--- src/rtl/mips_pkg.sv ---
// Shared types and encodings for the multi-cycle MIPS control path.
package mips_pkg;

  localparam int unsigned STATE_W = 4;
  localparam int unsigned ALU_W   = 3;
  localparam int unsigned OP_W    = 6;

  typedef enum logic [STATE_W-1:0] {
    FETCH   = 4'd0,
    DECODE  = 4'd1,
    MEMADR  = 4'd2,
    MEMRD   = 4'd3,
    MEMWB   = 4'd4,
    MEMWR   = 4'd5,
    RTYPEEX = 4'd6,
    RTYPEWB = 4'd7,
    IMMEX   = 4'd8,
    IMMWB   = 4'd9,
    BEQEX   = 4'd10,
    BNEEX   = 4'd11,
    JEX     = 4'd12
  } state_t;

  typedef enum logic [ALU_W-1:0] {
    ALU_AND = 3'd0,
    ALU_OR  = 3'd1,
    ALU_ADD = 3'd2,
    ALU_SLL = 3'd3,
    ALU_SRL = 3'd4,
    ALU_SRA = 3'd5,
    ALU_SUB = 3'd6,
    ALU_SLT = 3'd7
  } alu_op_t;

  // Opcodes (instruction[31:26])
  localparam logic [OP_W-1:0] OP_RTYPE = 6'b000000;
  localparam logic [OP_W-1:0] OP_J     = 6'b000010;
  localparam logic [OP_W-1:0] OP_BEQ   = 6'b000100;
  localparam logic [OP_W-1:0] OP_BNE   = 6'b000101;
  localparam logic [OP_W-1:0] OP_ADDI  = 6'b001000;
  localparam logic [OP_W-1:0] OP_SLTI  = 6'b001010;
  localparam logic [OP_W-1:0] OP_ANDI  = 6'b001100;
  localparam logic [OP_W-1:0] OP_ORI   = 6'b001101;
  localparam logic [OP_W-1:0] OP_LW    = 6'b100011;
  localparam logic [OP_W-1:0] OP_SW    = 6'b101011;

  // Funct codes (instruction[5:0])
  localparam logic [OP_W-1:0] FN_ADD = 6'b100000;
  localparam logic [OP_W-1:0] FN_SUB = 6'b100010;
  localparam logic [OP_W-1:0] FN_AND = 6'b100100;
  localparam logic [OP_W-1:0] FN_OR  = 6'b100101;
  localparam logic [OP_W-1:0] FN_SLT = 6'b101010;
  localparam logic [OP_W-1:0] FN_SLL = 6'b000000;
  localparam logic [OP_W-1:0] FN_SRL = 6'b000010;
  localparam logic [OP_W-1:0] FN_SRA = 6'b000011;

  // Datapath mux encodings
  localparam logic [1:0] SRC_A_PC    = 2'b00;
  localparam logic [1:0] SRC_A_REG_A = 2'b01;
  localparam logic [1:0] SRC_A_REG_B = 2'b10;

  localparam logic [2:0] SRC_B_REG_B    = 3'b000;
  localparam logic [2:0] SRC_B_FOUR     = 3'b001;
  localparam logic [2:0] SRC_B_SIGN_IMM = 3'b010;
  localparam logic [2:0] SRC_B_IMM_SH2  = 3'b011;
  localparam logic [2:0] SRC_B_SHAMT    = 3'b100;
  localparam logic [2:0] SRC_B_ZERO_IMM = 3'b101;

  localparam logic [1:0] PC_SRC_ALU    = 2'b00;
  localparam logic [1:0] PC_SRC_ALUOUT = 2'b01;
  localparam logic [1:0] PC_SRC_JUMP   = 2'b10;

  // Per-state control word held in the output register
  typedef struct packed {
    logic             pc_write;
    logic             branch_eq;
    logic             branch_ne;
    logic             iord;
    logic             mem_write;
    logic             ir_write;
    logic             reg_dst;
    logic             mem_to_reg;
    logic             reg_write;
    logic [1:0]       alu_src_a;
    logic [2:0]       alu_src_b;
    logic [ALU_W-1:0] alu_control;
    logic [1:0]       pc_src;
  } ctrl_t;

  // Shift ops take rt on A and shamt on B
  function automatic logic is_shift(input logic [ALU_W-1:0] op);
    return op inside {ALU_SLL, ALU_SRL, ALU_SRA};
  endfunction

endpackage

--- src/rtl/multi_controller_alu_decoder.sv ---
// ALU operation decode from funct (R-type) or opcode (immediate ops).
module alu_decoder
  import mips_pkg::*;
(
  input  logic [5:0] funct_i,
  input  logic [5:0] op_i,
  input  logic       imm_i,
  output logic [2:0] alu_control_o,
  output logic       supported_o
);

  // Map funct or immediate opcode onto the ALU code
  always_comb begin
    alu_control_o = ALU_ADD;
    supported_o   = 1'b0;
    if (imm_i) begin
      case (op_i)
        OP_ADDI: begin alu_control_o = ALU_ADD; supported_o = 1'b1; end
        OP_SLTI: begin alu_control_o = ALU_SLT; supported_o = 1'b1; end
        OP_ANDI: begin alu_control_o = ALU_AND; supported_o = 1'b1; end
        OP_ORI:  begin alu_control_o = ALU_OR;  supported_o = 1'b1; end
        default: ;
      endcase
    end else begin
      case (funct_i)
        FN_ADD: begin alu_control_o = ALU_ADD; supported_o = 1'b1; end
        FN_SUB: begin alu_control_o = ALU_SUB; supported_o = 1'b1; end
        FN_AND: begin alu_control_o = ALU_AND; supported_o = 1'b1; end
        FN_OR:  begin alu_control_o = ALU_OR;  supported_o = 1'b1; end
        FN_SLT: begin alu_control_o = ALU_SLT; supported_o = 1'b1; end
        FN_SLL: begin alu_control_o = ALU_SLL; supported_o = 1'b1; end
        FN_SRL: begin alu_control_o = ALU_SRL; supported_o = 1'b1; end
        FN_SRA: begin alu_control_o = ALU_SRA; supported_o = 1'b1; end
        default: ;
      endcase
    end
  end

endmodule

--- src/rtl/multi_controller.sv ---
// Moore control FSM for the multi-cycle MIPS core.
module multi_controller
  import mips_pkg::*;
#(
  parameter state_t RESET_STATE = FETCH
) (
  input  logic       clk_i,
  input  logic       rst_i,
  input  logic [5:0] op_i,
  input  logic [5:0] funct_i,
  input  logic       zero_i,
  output logic       pc_en_o,
  output logic       iord_o,
  output logic       mem_write_o,
  output logic       ir_write_o,
  output logic       reg_dst_o,
  output logic       mem_to_reg_o,
  output logic       reg_write_o,
  output logic [1:0] alu_src_a_o,
  output logic [2:0] alu_src_b_o,
  output logic [2:0] alu_control_o,
  output logic [1:0] pc_src_o,
  output logic [3:0] state_o
);

  logic [ALU_W-1:0] dec_alu;
  logic             dec_supported;
  logic             imm_sel;
  state_t           state_q;
  state_t           state_n;
  ctrl_t            ctrl_q;

  assign imm_sel = (op_i != OP_RTYPE);

  alu_decoder u_alu_decoder (
    .funct_i       (funct_i),
    .op_i          (op_i),
    .imm_i         (imm_sel),
    .alu_control_o (dec_alu),
    .supported_o   (dec_supported)
  );

  // Successor state; unsupported ops and stray encodings fall back to FETCH
  function automatic state_t next_state(input state_t s, input logic [5:0] op,
                                        input logic rtype_ok);
    state_t n;
    n = FETCH;
    case (s)
      FETCH:   n = DECODE;
      DECODE: begin
        case (op)
          OP_LW, OP_SW:                       n = MEMADR;
          OP_RTYPE:                           n = rtype_ok ? RTYPEEX : FETCH;
          OP_BEQ:                             n = BEQEX;
          OP_BNE:                             n = BNEEX;
          OP_ADDI, OP_SLTI, OP_ANDI, OP_ORI:  n = IMMEX;
          OP_J:                               n = JEX;
          default:                            n = FETCH;
        endcase
      end
      MEMADR: begin
        if (op == OP_LW)      n = MEMRD;
        else if (op == OP_SW) n = MEMWR;
        else                  n = FETCH;
      end
      MEMRD:   n = MEMWB;
      RTYPEEX: n = RTYPEWB;
      IMMEX:   n = IMMWB;
      default: n = FETCH;
    endcase
    return n;
  endfunction

  // Control word for a state; EX states pick up the decoded ALU op
  function automatic ctrl_t ctrl_for(input state_t s, input logic [5:0] op,
                                     input logic [ALU_W-1:0] alu);
    ctrl_t c;
    c = '0;
    c.alu_control = ALU_ADD;
    case (s)
      FETCH: begin
        c.ir_write  = 1'b1;
        c.alu_src_b = SRC_B_FOUR;
        c.pc_write  = 1'b1;
      end
      DECODE:  c.alu_src_b = SRC_B_IMM_SH2;
      MEMADR: begin
        c.alu_src_a = SRC_A_REG_A;
        c.alu_src_b = SRC_B_SIGN_IMM;
      end
      MEMRD:   c.iord = 1'b1;
      MEMWB: begin
        c.mem_to_reg = 1'b1;
        c.reg_write  = 1'b1;
      end
      MEMWR: begin
        c.iord      = 1'b1;
        c.mem_write = 1'b1;
      end
      RTYPEEX: begin
        c.alu_control = alu;
        if (is_shift(alu)) begin
          c.alu_src_a = SRC_A_REG_B;
          c.alu_src_b = SRC_B_SHAMT;
        end else begin
          c.alu_src_a = SRC_A_REG_A;
          c.alu_src_b = SRC_B_REG_B;
        end
      end
      RTYPEWB: begin
        c.reg_dst   = 1'b1;
        c.reg_write = 1'b1;
      end
      IMMEX: begin
        c.alu_src_a   = SRC_A_REG_A;
        c.alu_src_b   = (op == OP_ANDI || op == OP_ORI) ? SRC_B_ZERO_IMM : SRC_B_SIGN_IMM;
        c.alu_control = alu;
      end
      IMMWB:   c.reg_write = 1'b1;
      BEQEX, BNEEX: begin
        c.alu_src_a   = SRC_A_REG_A;
        c.alu_src_b   = SRC_B_REG_B;
        c.alu_control = ALU_SUB;
        c.pc_src      = PC_SRC_ALUOUT;
        c.branch_eq   = (s == BEQEX);
        c.branch_ne   = (s == BNEEX);
      end
      JEX: begin
        c.pc_src   = PC_SRC_JUMP;
        c.pc_write = 1'b1;
      end
      default: ;
    endcase
    return c;
  endfunction

  assign state_n = next_state(state_q, op_i, dec_supported);

  // State register plus registered control word for the state being entered
  always_ff @(posedge clk_i) begin
    if (rst_i) begin
      state_q <= RESET_STATE;
      ctrl_q  <= ctrl_for(RESET_STATE, op_i, dec_alu);
    end else begin
      state_q <= state_n;
      ctrl_q  <= ctrl_for(state_n, op_i, dec_alu);
    end
  end

  assign pc_en_o       = ctrl_q.pc_write | (ctrl_q.branch_eq & zero_i) |
                         (ctrl_q.branch_ne & ~zero_i);
  assign iord_o        = ctrl_q.iord;
  assign mem_write_o   = ctrl_q.mem_write;
  assign ir_write_o    = ctrl_q.ir_write;
  assign reg_dst_o     = ctrl_q.reg_dst;
  assign mem_to_reg_o  = ctrl_q.mem_to_reg;
  assign reg_write_o   = ctrl_q.reg_write;
  assign alu_src_a_o   = ctrl_q.alu_src_a;
  assign alu_src_b_o   = ctrl_q.alu_src_b;
  assign alu_control_o = ctrl_q.alu_control;
  assign pc_src_o      = ctrl_q.pc_src;
  assign state_o       = state_q;

endmodule

--- config.mk ---
export PLATFORM = sky130hd
export DESIGN_NAME = multi_controller
export DESIGN_NICKNAME = d
export VERILOG_FILES = /design/src/rtl/mips_pkg.sv /design/src/rtl/multi_controller_alu_decoder.sv /design/src/rtl/multi_controller.sv
export SDC_FILE = /design/constraint.sdc
export NUM_CORES = 1
export LEC_CHECK = 0
export ABC_AREA = 1
export CAP_MARGIN = 20
export CORE_MARGIN = 1.5
export CORE_UTILIZATION = 30
export CTS_CLUSTER_SIZE = 8
export DETAILED_ROUTE_END_ITERATION = 10
export HOLD_SLACK_MARGIN = 0.03
export PLACE_DENSITY = 0.65
export SYNTH_ARGS = -nofsm -noshare
export SYNTH_HDL_FRONTEND = slang
export SYNTH_SLANG_ARGS = --single-unit
--- constraint.sdc ---
create_clock -name clk_i -period 2.9 [get_ports clk_i]
set_input_delay 0.435 -clock clk_i [delete_from_list [all_inputs] [get_ports clk_i]]
set_output_delay 0.435 -clock clk_i [all_outputs]
set_load 0.01 [all_outputs]
==> results of run 1 <==
where the power goes:
part	switching, mW	internal, mW	leakage [nW]	total, mW
logic	0.0645	0.0532	0.586	0.118
registers	0.00415	0.324	0.187	0.328
clock network	0.0964	0.0958	0.0255	0.192
total	0.165	0.473	0.799	0.638
routing by layer:
layer	global-route usage (%)	wire [µm]	part of all wire, %	vias to the layer above
met2	18.6	1190	45	22
met5	0	0	0	-
met3	3.56	124	4.7	5
li1	-	-	-	669
met1	15.8	1320	50	533
met4	1.89	22	0.83	0
flip-flops by register name (all words and copies together) (netlist names):
name / flops
mem_write_o: 1
alu_control_o: 3
ir_write_o: 1
iord_o: 1
ctrl_q: 3
alu_src_a_o: 2
mem_to_reg_o: 1
alu_src_b_o: 3
reg_write_o: 1
pc_src_o: 2
state_o: 4
reg_dst_o: 1
final cells by class:
class                   count  area [µm²]  area share (%)
clock inverters             1        5.00           0.283
well taps                  52        65.1            3.68
flip-flops and latches     23         460            26.0
clock buffers               3        41.3            2.34
inverters                  32         120            6.79
repair buffers             36         358            20.2
multi-input cells         130         718            40.6
cell families after synthesis:
kind of cell    count (synthesis)  synth area share, %
simple gates                  112                 42.8
buf+inv                        44                 15.1
flops                          23                 33.2
compound gates                 18                 8.92
synthesized netlist by cell type, types with 3 or more instances:
cell / count / share of area (%)
a21oi_1: 5 / 1.8
buf_4: 10 / 5.4
dfxtp_1: 23 / 33
inv_1: 24 / 6.5
inv_2: 8 / 2.2
nand2_1: 36 / 9.7
nand2_2: 6 / 2.7
nand3_1: 17 / 6.1
nand3_2: 3 / 2.2
nor2_1: 30 / 8.1
nor2_2: 8 / 3.6
o21ai_0: 5 / 1.8
worst reg2reg max path: stages (launching register included):
cell and delay [ps]:
dfxtp_1 460, inv_1 90, nand2_2 90, inv_1 90, nand2_1 170, nand4_4 180, inv_2 120, nand3_2 110
nor2_4 140, inv_2 60, nand2_2 70, nand3_1 70, nand2_1 70
worst paths after layout:
path,start,end,slack (ps)
setup reg to reg,state_o[3],alu_control_o[2],1150
setup / recovery,op_i[2],alu_control_o[2],820
hold / removal,state_o[0],mem_to_reg_o,540
hold reg to reg,state_o[0],mem_to_reg_o,540
stage by stage:
step | util (%) | total power [mW] | setup slack (ps)
after floorplan | - | 0.406 | 1270
after global placement | 39.0 | 0.454 | 509
after detailed placement | 39.0 | 0.454 | 558
after CTS | 40.1 | 0.647 | 827
after global routing | 40.1 | 0.677 | 604
final | 40.1 | 0.638 | 825
==> results.py, run 1 <==
metrics = {
    "worst_setup_path": {
        "worst_r2r_path_depth": 12,
        "cp_top_family": "simple AND/OR/NAND/NOR gates",
        "cp_common_cell": "nand2_2",
        "crit_chain": "clkdlybuf4s50_1 -> nand2_2 -> nor3_4 -> inv_2 -> nand3_1 -> nand2_2 -> nand2_4 -> nand3_2 -> nor2_4 -> inv_2 -> nand2_2 -> nand3_1 -> nand2_1",
        "worstSetupPathType": "input port to flop",
        "crit_slowest_cell": "clkdlybuf4s50_1",
        "cp_data_required_time_ps": 3110,
        "cp.arrival_ps": 2290,
        "path_buf_inv": 3,
        "critPathLaunchType": "input port",
        "crit_fanout": 5,
        "critical_path_depth": 13,
        "max_stage_delay_ps": 550,
        "end_kind": "flop",
    },
    "yosys": {
        "synth_edf_count": 0,
        "synth.net_count": 212,
        "yosysWarnings": 0,
        "postSynth.asyncResetShare_pct": 0,
        "synthFlopType": "dfxtp_1",
        "synth_cell_types": 29,
        "synth_seq_cells": 23,
        "seq_area_frac_synth_pct": 33.2,
        "synth_area_mm2": 0.00139,
        "syn_inst": 197,
        "synth.avg_cell_area_um2": 7.05,
    },
    "route": {
        "drt_wl_total_um": 2650,
        "ant_nets": 0,
        "vias_per_cell": 4.44,
        "drtPass1Iterations": 4,
        "wire_per_inst_um": 9.56,
        "drt_iter0_markers": 48,
        "drc": 0,
        "vias": 1229,
    },
    "finish": {
        "area_delta_synth_final_pct": 27.3,
        "final_common_cell": "nand2_1",
        "drive_gt1_share_pct": 18.7,
        "final_net_count": 241,
        "instances_no_fill": 277,
        "diodes": 0,
        "fillers": 479,
        "final_cell_mix": "36 x nand2_1, 35 x clkdlybuf4s50_1, 30 x nor2_1",
        "fin_area_mm2": 0.00177,
    },
    "clock_network": {
        "cts_sinks": 23,
        "htree_levels": 1,
        "cts_hold_buffers": 0,
        "cts_buffer_depth": 2,
        "cts_buffers": 3,
        "path_clk_slew_ps": 80,
        "cts_tree": "done",
        "cts_resized": 0,
        "clock_latency_ps": 260,
        "cts.repair_timing.setup_buffer_count": 0,
        "cts_root_buf": "clkbuf_8",
    },
    "sta": {
        "maxSlewViolCount": 0,
        "tightest_slew_ps": 350,
        "min_period_over_period_pct": 71.6,
        "final.setup_skew_ps": 1.19,
        "rsz0062_at_grt": "false",
        "slew_headroom_pct": 76.5,
        "period_minus_slack_ps": 2080,
        "finalHoldViolations": 0,
        "setup_viol": 0,
        "holdWs_ps": 544,
        "tns_ps": 0,
        "fmax_ghz": 0.482,
    },
    "grt": {
        "grt_max_degree": 14,
        "grt_pass1_wl_um": 4820,
        "overflow": 0,
        "grt_pass1_vias": 1152,
        "antenna_found_initial": 0,
        "gr-usage-all-layers_pct": 11.6,
    },
    "placed_design": {
        "dp_hpwl_um": 2150,
        "port_buffers": 35,
        "dp_cells": 273,
        "dpl_cell_area_mm2": 0.00172,
        "gp_congestion": 0.855,
    },
    "run": {
        "drv_cap": 0,
    },
    "pwr": {
        "power.density_mw_per_mm2": 361,
        "static-leakage-power_nw": 0.799,
        "peakVddDrop_uv": 226,
    },
    "run_status": {
        "status": "finished, final reports clean",
    },
    "die": {
        "fp.dieW_um": 71.0,
        "core_area_mm2": 0.00441,
        "io_pins": 36,
        "die_area_mm2": 0.00505,
        "rows": 24,
        "start_util_pct": 31.5,
        "fp.dieH_um": 71.0,
    },
    "hold_path": {
        "min_path_cells": 2,
        "hold_path.class": "flop to flop",
    },
}
No activity file was read; power rests on OpenSTA's default activity.
==> run 2, diff against run 1 <==
==> constraint.sdc (replaced) <==
create_clock -name clk_i -period 2.1 [get_ports clk_i]
set_input_delay 0.315 -clock clk_i [delete_from_list [all_inputs] [get_ports clk_i]]
set_output_delay 0.315 -clock clk_i [all_outputs]
set_load 0.01 [all_outputs]
==> run 2 against run 1 <==
Routed wire length is 5.0% higher. Clock skew is 1.2 ps higher. Worst hold slack hardly changed. Register-to-register slack worse by 810 ps. Sequential cell count stayed put. Utilization is 2.3 points higher. Highest routed layer is now met3. Critical path depth stayed put. Critical path type unchanged. Cell count is 4.3% higher. Largest cell class unchanged. Global-route usage is 0.089 points higher. Largest power group unchanged. First-iteration DRC count stayed put.
==> results.py, run 2 (synthesis gave the netlist of run 1 again) <==
metrics = {
    "finish": {
        "final_net_count": 253,
        "drive_gt1_share_pct": 23.2,
        "diodes": 0,
        "area_delta_synth_final_pct": 34.7,
        "post-route-util_pct": 42.4,
        "final_cell_mix": "35 x nand2_1, 35 x clkdlybuf4s50_1, 30 x nor2_1",
        "instances_no_fill": 289,
        "largest_reg_flops": 4,
    },
    "worst_setup_path": {
        "crit_slowest_cell": "clkdlybuf4s50_1",
        "max_stage_delay_ps": 560,
        "r2r_start": "state_o[0]",
        "end_kind": "flop",
        "cp_common_cell": "nand2_1",
        "startpoint": "funct_i[2]",
        "path_buf_inv": 1,
        "crit_chain": "clkdlybuf4s50_1 -> nor2_4 -> nand3_2 -> nand2_1 -> nor2_2 -> nand2_1 -> nand2_1 -> nand2_1 -> nand2_2 -> nand2_1 -> nor2_1 -> a21boi_0 -> a21oi_1",
        "cp.arrival_ps": 2080,
        "cp_data_required_time_ps": 2280,
        "worstSetupPathType": "input port to flop",
        "crit_fanout": 4,
        "cp_top_family": "simple AND/OR/NAND/NOR gates",
        "r2r_slack_ps": 340,
        "critPathLaunchType": "input port",
    },
    "die": {
        "rows": 24,
        "start_util_pct": 31.5,
        "die_area_mm2": 0.00505,
        "fp.dieW_um": 71.0,
        "io_pins": 36,
        "fp.dieH_um": 71.0,
        "core_area_mm2": 0.00441,
    },
    "grt": {
        "antenna_found_initial": 0,
        "grt_pass1_wl_um": 4850,
        "grt_pass1_vias": 1173,
        "gr-usage-all-layers_pct": 11.7,
        "grt_max_degree": 14,
        "overflow": 0,
    },
    "sta": {
        "slew_headroom_pct": 73.7,
        "tightest_slew_ps": 392,
        "min_period_over_period_pct": 90.5,
        "maxSlewViolCount": 0,
        "fmax_ghz": 0.526,
        "final.setup_skew_ps": 2.37,
        "finalHoldViolations": 0,
        "period_minus_slack_ps": 1900,
        "setup_viol": 0,
        "rsz0062_at_grt": "false",
    },
    "hold_path": {
        "hp-start": "state_o[0]",
        "hold_path.class": "flop to flop",
    },
    "clock_network": {
        "cts_buffers": 3,
        "path_clk_slew_ps": 80,
        "cts_root_buf": "clkbuf_8",
        "htree_levels": 1,
        "cts_tree": "done",
        "cts_hold_buffers": 0,
        "cts_sinks": 23,
        "clock_latency_ps": 260,
        "cts_buffer_depth": 2,
    },
    "run": {
        "drv_cap": 0,
    },
    "pwr": {
        "static-leakage-power_nw": 0.857,
        "power.density_mw_per_mm2": 478,
        "peakVddDrop_uv": 326,
    },
    "placed_design": {
        "gp_congestion": 0.783,
        "dp_hpwl_um": 2380,
        "port_buffers": 35,
        "dp_cells": 285,
    },
    "route": {
        "ant_nets": 0,
        "vias": 1275,
        "wire_per_inst_um": 9.62,
        "vias_per_cell": 4.41,
        "drtPass1Iterations": 4,
        "drt_iter0_markers": 48,
        "drt_wl_total_um": 2780,
        "drc": 0,
    },
    "run_status": {
        "status": "finished, final reports clean",
    },
}
-- run 2: timing repair --
item	4_1_cts	5_1_grt
resized for setup	0	4
setup endpoints to repair	0	6
endpoints found under the hold margin	0	0
setup buffers	0	0
-- run 2: worst paths after layout --
kind,to,cells after the start
max,alu_src_b_o[1],13
min,mem_to_reg_o,2
max reg2reg,alu_src_a_o[0],9
min reg2reg,mem_to_reg_o,2
-- run 2: report_power, final --
part	total (mW)	leakage [nW]	switching (mW)	internal, mW
Clock	0.262	0.0255	0.130	0.132
Sequential	0.453	0.187	0.00609	0.447
Combinational	0.179	0.645	0.0941	0.0844
Total	0.894	0.857	0.230	0.664
-- run 2: tightest hold or removal path, delay by kind of cell, from the launching register on --
kind          cells  cell delay (ps)
flops             1              350
simple gates      2              150
-- run 2: area by class of cell --
cell class / instances / area, µm²
Multi-Input combinational cell: 130 / 731
Timing Repair Buffer: 48 / 448
Clock inverter: 1 / 5.00
Sequential cell: 23 / 460
Tap cell: 52 / 65.1
Fill cell: 453 / 2540
Inverter: 32 / 120
Clock buffer: 3 / 41.3
-- run 2: per-layer routing --
layer | up-vias | track usage (%) | share of wire, %
met4 | 0 | 1.26 | 0
met5 | - | 0 | 0
met2 | 26 | 19.9 | 46
met1 | 559 | 14.8 | 48
li1 | 690 | - | -
met3 | 0 | 4.13 | 5.2
-- run 2: metrics by stage --
stage / hold WS (ps) / cell area (µm²) / setup TNS, ps / setup slack [ps] / power (mW)
floorplan: 537 / 1390 / 0 / 491 / 0.561
finish: 544 / 1870 / 0 / 200 / 0.894
CTS: 553 / 1860 / 0 / 191 / 0.901
global route: 582 / 1870 / 0 / 0.0464 / 0.949
global placement: 539 / 1810 / -477 / -89.3 / 0.638
detailed placement: 540 / 1810 / -385 / -65.8 / 0.640
==> run 3, diff against run 2 <==
--- a/config.mk
+++ b/config.mk
@@ -7,12 +7,14 @@
 export LEC_CHECK = 0
 export ABC_AREA = 1
 export CAP_MARGIN = 20
+export CELL_PAD_IN_SITES_DETAIL_PLACEMENT = 1
+export CELL_PAD_IN_SITES_GLOBAL_PLACEMENT = 1
 export CORE_MARGIN = 1.5
 export CORE_UTILIZATION = 30
 export CTS_CLUSTER_SIZE = 8
 export DETAILED_ROUTE_END_ITERATION = 10
 export HOLD_SLACK_MARGIN = 0.03
-export PLACE_DENSITY = 0.65
+export PLACE_DENSITY = 0.82
 export SYNTH_ARGS = -nofsm -noshare
 export SYNTH_HDL_FRONTEND = slang
 export SYNTH_SLANG_ARGS = --single-unit
==> run 3 against run 2 <==
First-iteration DRC count is 17% lower. Fmax shrank 0.20%. Total power up 0.91%. Count of clock-buffer cells in the layout unchanged. Highest routed layer is now met4. Register-to-register slack about the same. Cell area increased by 0.27%. Largest cell class unchanged.
==> results.py, run 3 (synthesis gave the netlist of run 1 again) <==
metrics = {
    "run_status": {
        "status": "finished, final reports clean",
    },
    "grt": {
        "grt_max_degree": 14,
        "grt_pass1_wl_um": 5730,
        "overflow": 0,
        "antenna_found_initial": 0,
        "gr-usage-all-layers_pct": 13.8,
        "grt_pass1_vias": 1338,
    },
    "sta": {
        "finalHoldViolations": 0,
        "period_minus_slack_ps": 1900,
        "fmax_ghz": 0.525,
        "final.setup_skew_ps": 4.53,
        "min_period_over_period_pct": 90.7,
        "worst_slack_ps": 196,
        "setup_viol": 0,
        "holdWs_ps": 558,
        "tightest_slew_ps": 391,
        "maxSlewViolCount": 0,
        "slew_headroom_pct": 73.8,
        "tns_ps": 0,
    },
    "worst_setup_path": {
        "worstSetupPathType": "input port to flop",
        "crit_fanout": 5,
        "cp_data_required_time_ps": 2310,
        "end_kind": "flop",
        "cp.arrival_ps": 2110,
        "critPathLaunchType": "input port",
        "r2r_slack_ps": 330,
    },
    "clock_network": {
        "clock_latency_ps": 260,
        "htree_levels": 1,
        "cts_sinks": 23,
        "cts_root_buf": "clkbuf_8",
        "path_clk_slew_ps": 80,
        "cts.repair_timing.setup_buffer_count": 0,
        "cts_buffer_depth": 2,
        "cts_buffers": 3,
        "cts_tree": "done",
    },
    "route": {
        "drt_iter0_markers": 40,
        "wire_per_inst_um": 11.0,
        "ant_nets": 0,
        "vias_per_cell": 4.51,
        "vias": 1295,
        "drc": 0,
        "drt_wl_total_um": 3170,
        "drtPass1Iterations": 4,
    },
    "finish": {
        "fillers": 560,
        "diodes": 0,
        "instances_no_fill": 287,
        "largest_reg_flops": 4,
        "final_cell_mix": "35 x nand2_1, 34 x clkdlybuf4s50_1, 28 x nor2_1",
        "final_net_count": 251,
        "fin_area_mm2": 0.00188,
        "area_delta_synth_final_pct": 35.0,
        "post-route-util_pct": 42.5,
        "final_common_cell": "nand2_1",
        "drive_gt1_share_pct": 23.8,
    },
    "placed_design": {
        "pre_cts_ws_ps": -130,
        "dpl_cell_area_mm2": 0.00180,
        "port_buffers": 35,
        "gp_congestion": 0.878,
        "dp_hpwl_um": 2720,
        "dp_cells": 283,
    },
    "pwr": {
        "totalPowerFinal_mw": 0.902,
        "static-leakage-power_nw": 0.859,
        "power.density_mw_per_mm2": 481,
        "peakVddDrop_uv": 348,
    },
    "die": {
        "fp.dieH_um": 71.0,
        "io_pins": 36,
        "rows": 24,
        "die_area_mm2": 0.00505,
        "core_area_mm2": 0.00441,
        "start_util_pct": 31.5,
        "fp.dieW_um": 71.0,
    },
    "hold_path": {
        "hold_path.class": "flop to flop",
    },
    "run": {
        "drv_cap": 0,
    },
}
[run 3: cell count changes in the layout (fill, tap and decap cells not counted), sizes merged]
cell           change
buf                -2
clkdlybuf4s50      -1
dlymetal6s2s       +1
[run 3: layout make-up]
type | instances | area [µm²] | share of cell area, %
sequential | 23 | 460 | 24.5
clock inverter | 1 | 5.00 | 0.267
timing repair buffer | 46 | 435 | 23.2
tap | 52 | 65.1 | 3.47
clock buffer | 3 | 41.3 | 2.20
inverter | 32 | 120 | 6.40
multi-input combinational | 130 | 748 | 39.9
[run 3: worst paths after layout]
path         startpoint          endpoint  cells after the start
max reg2reg  state_o[0]    alu_src_a_o[0]                     11
max             op_i[2]  alu_control_o[0]                     13
min          state_o[0]      mem_to_reg_o                      2
min reg2reg  state_o[0]      mem_to_reg_o                      2
[run 3: repair_timing]
item	in CTS	in global routing
hold buffers	0	0
gates resized for setup	0	8
setup endpoints to repair	0	7
[run 3: power by group]
group | switching [mW] | internal [mW]
logic | 0.0975 | 0.0824
registers | 0.00614 | 0.447
clock network | 0.136 | 0.132
[run 3: layer usage]
metal  track usage, %  vias up  part of all wire (%)
li1                 -      676                     -
met1             17.1      596                    46
met2             24.6       21                    49
met3             3.42        2                   4.0
met4             2.52        0                  0.35
met5                0        -                     0
[run 3: worst max-delay path, stage by stage]
cell and delay [ps]:
clkdlybuf4s50_1 560, nand2_2 110, nor3_2 220, nor2_1 80
nand3_1 80, nand2_2 70, nand2_4 110, nand3_2 120
nor2_4 170, inv_2 60, nand2_2 70, nand2_1 60
nor2_2 80
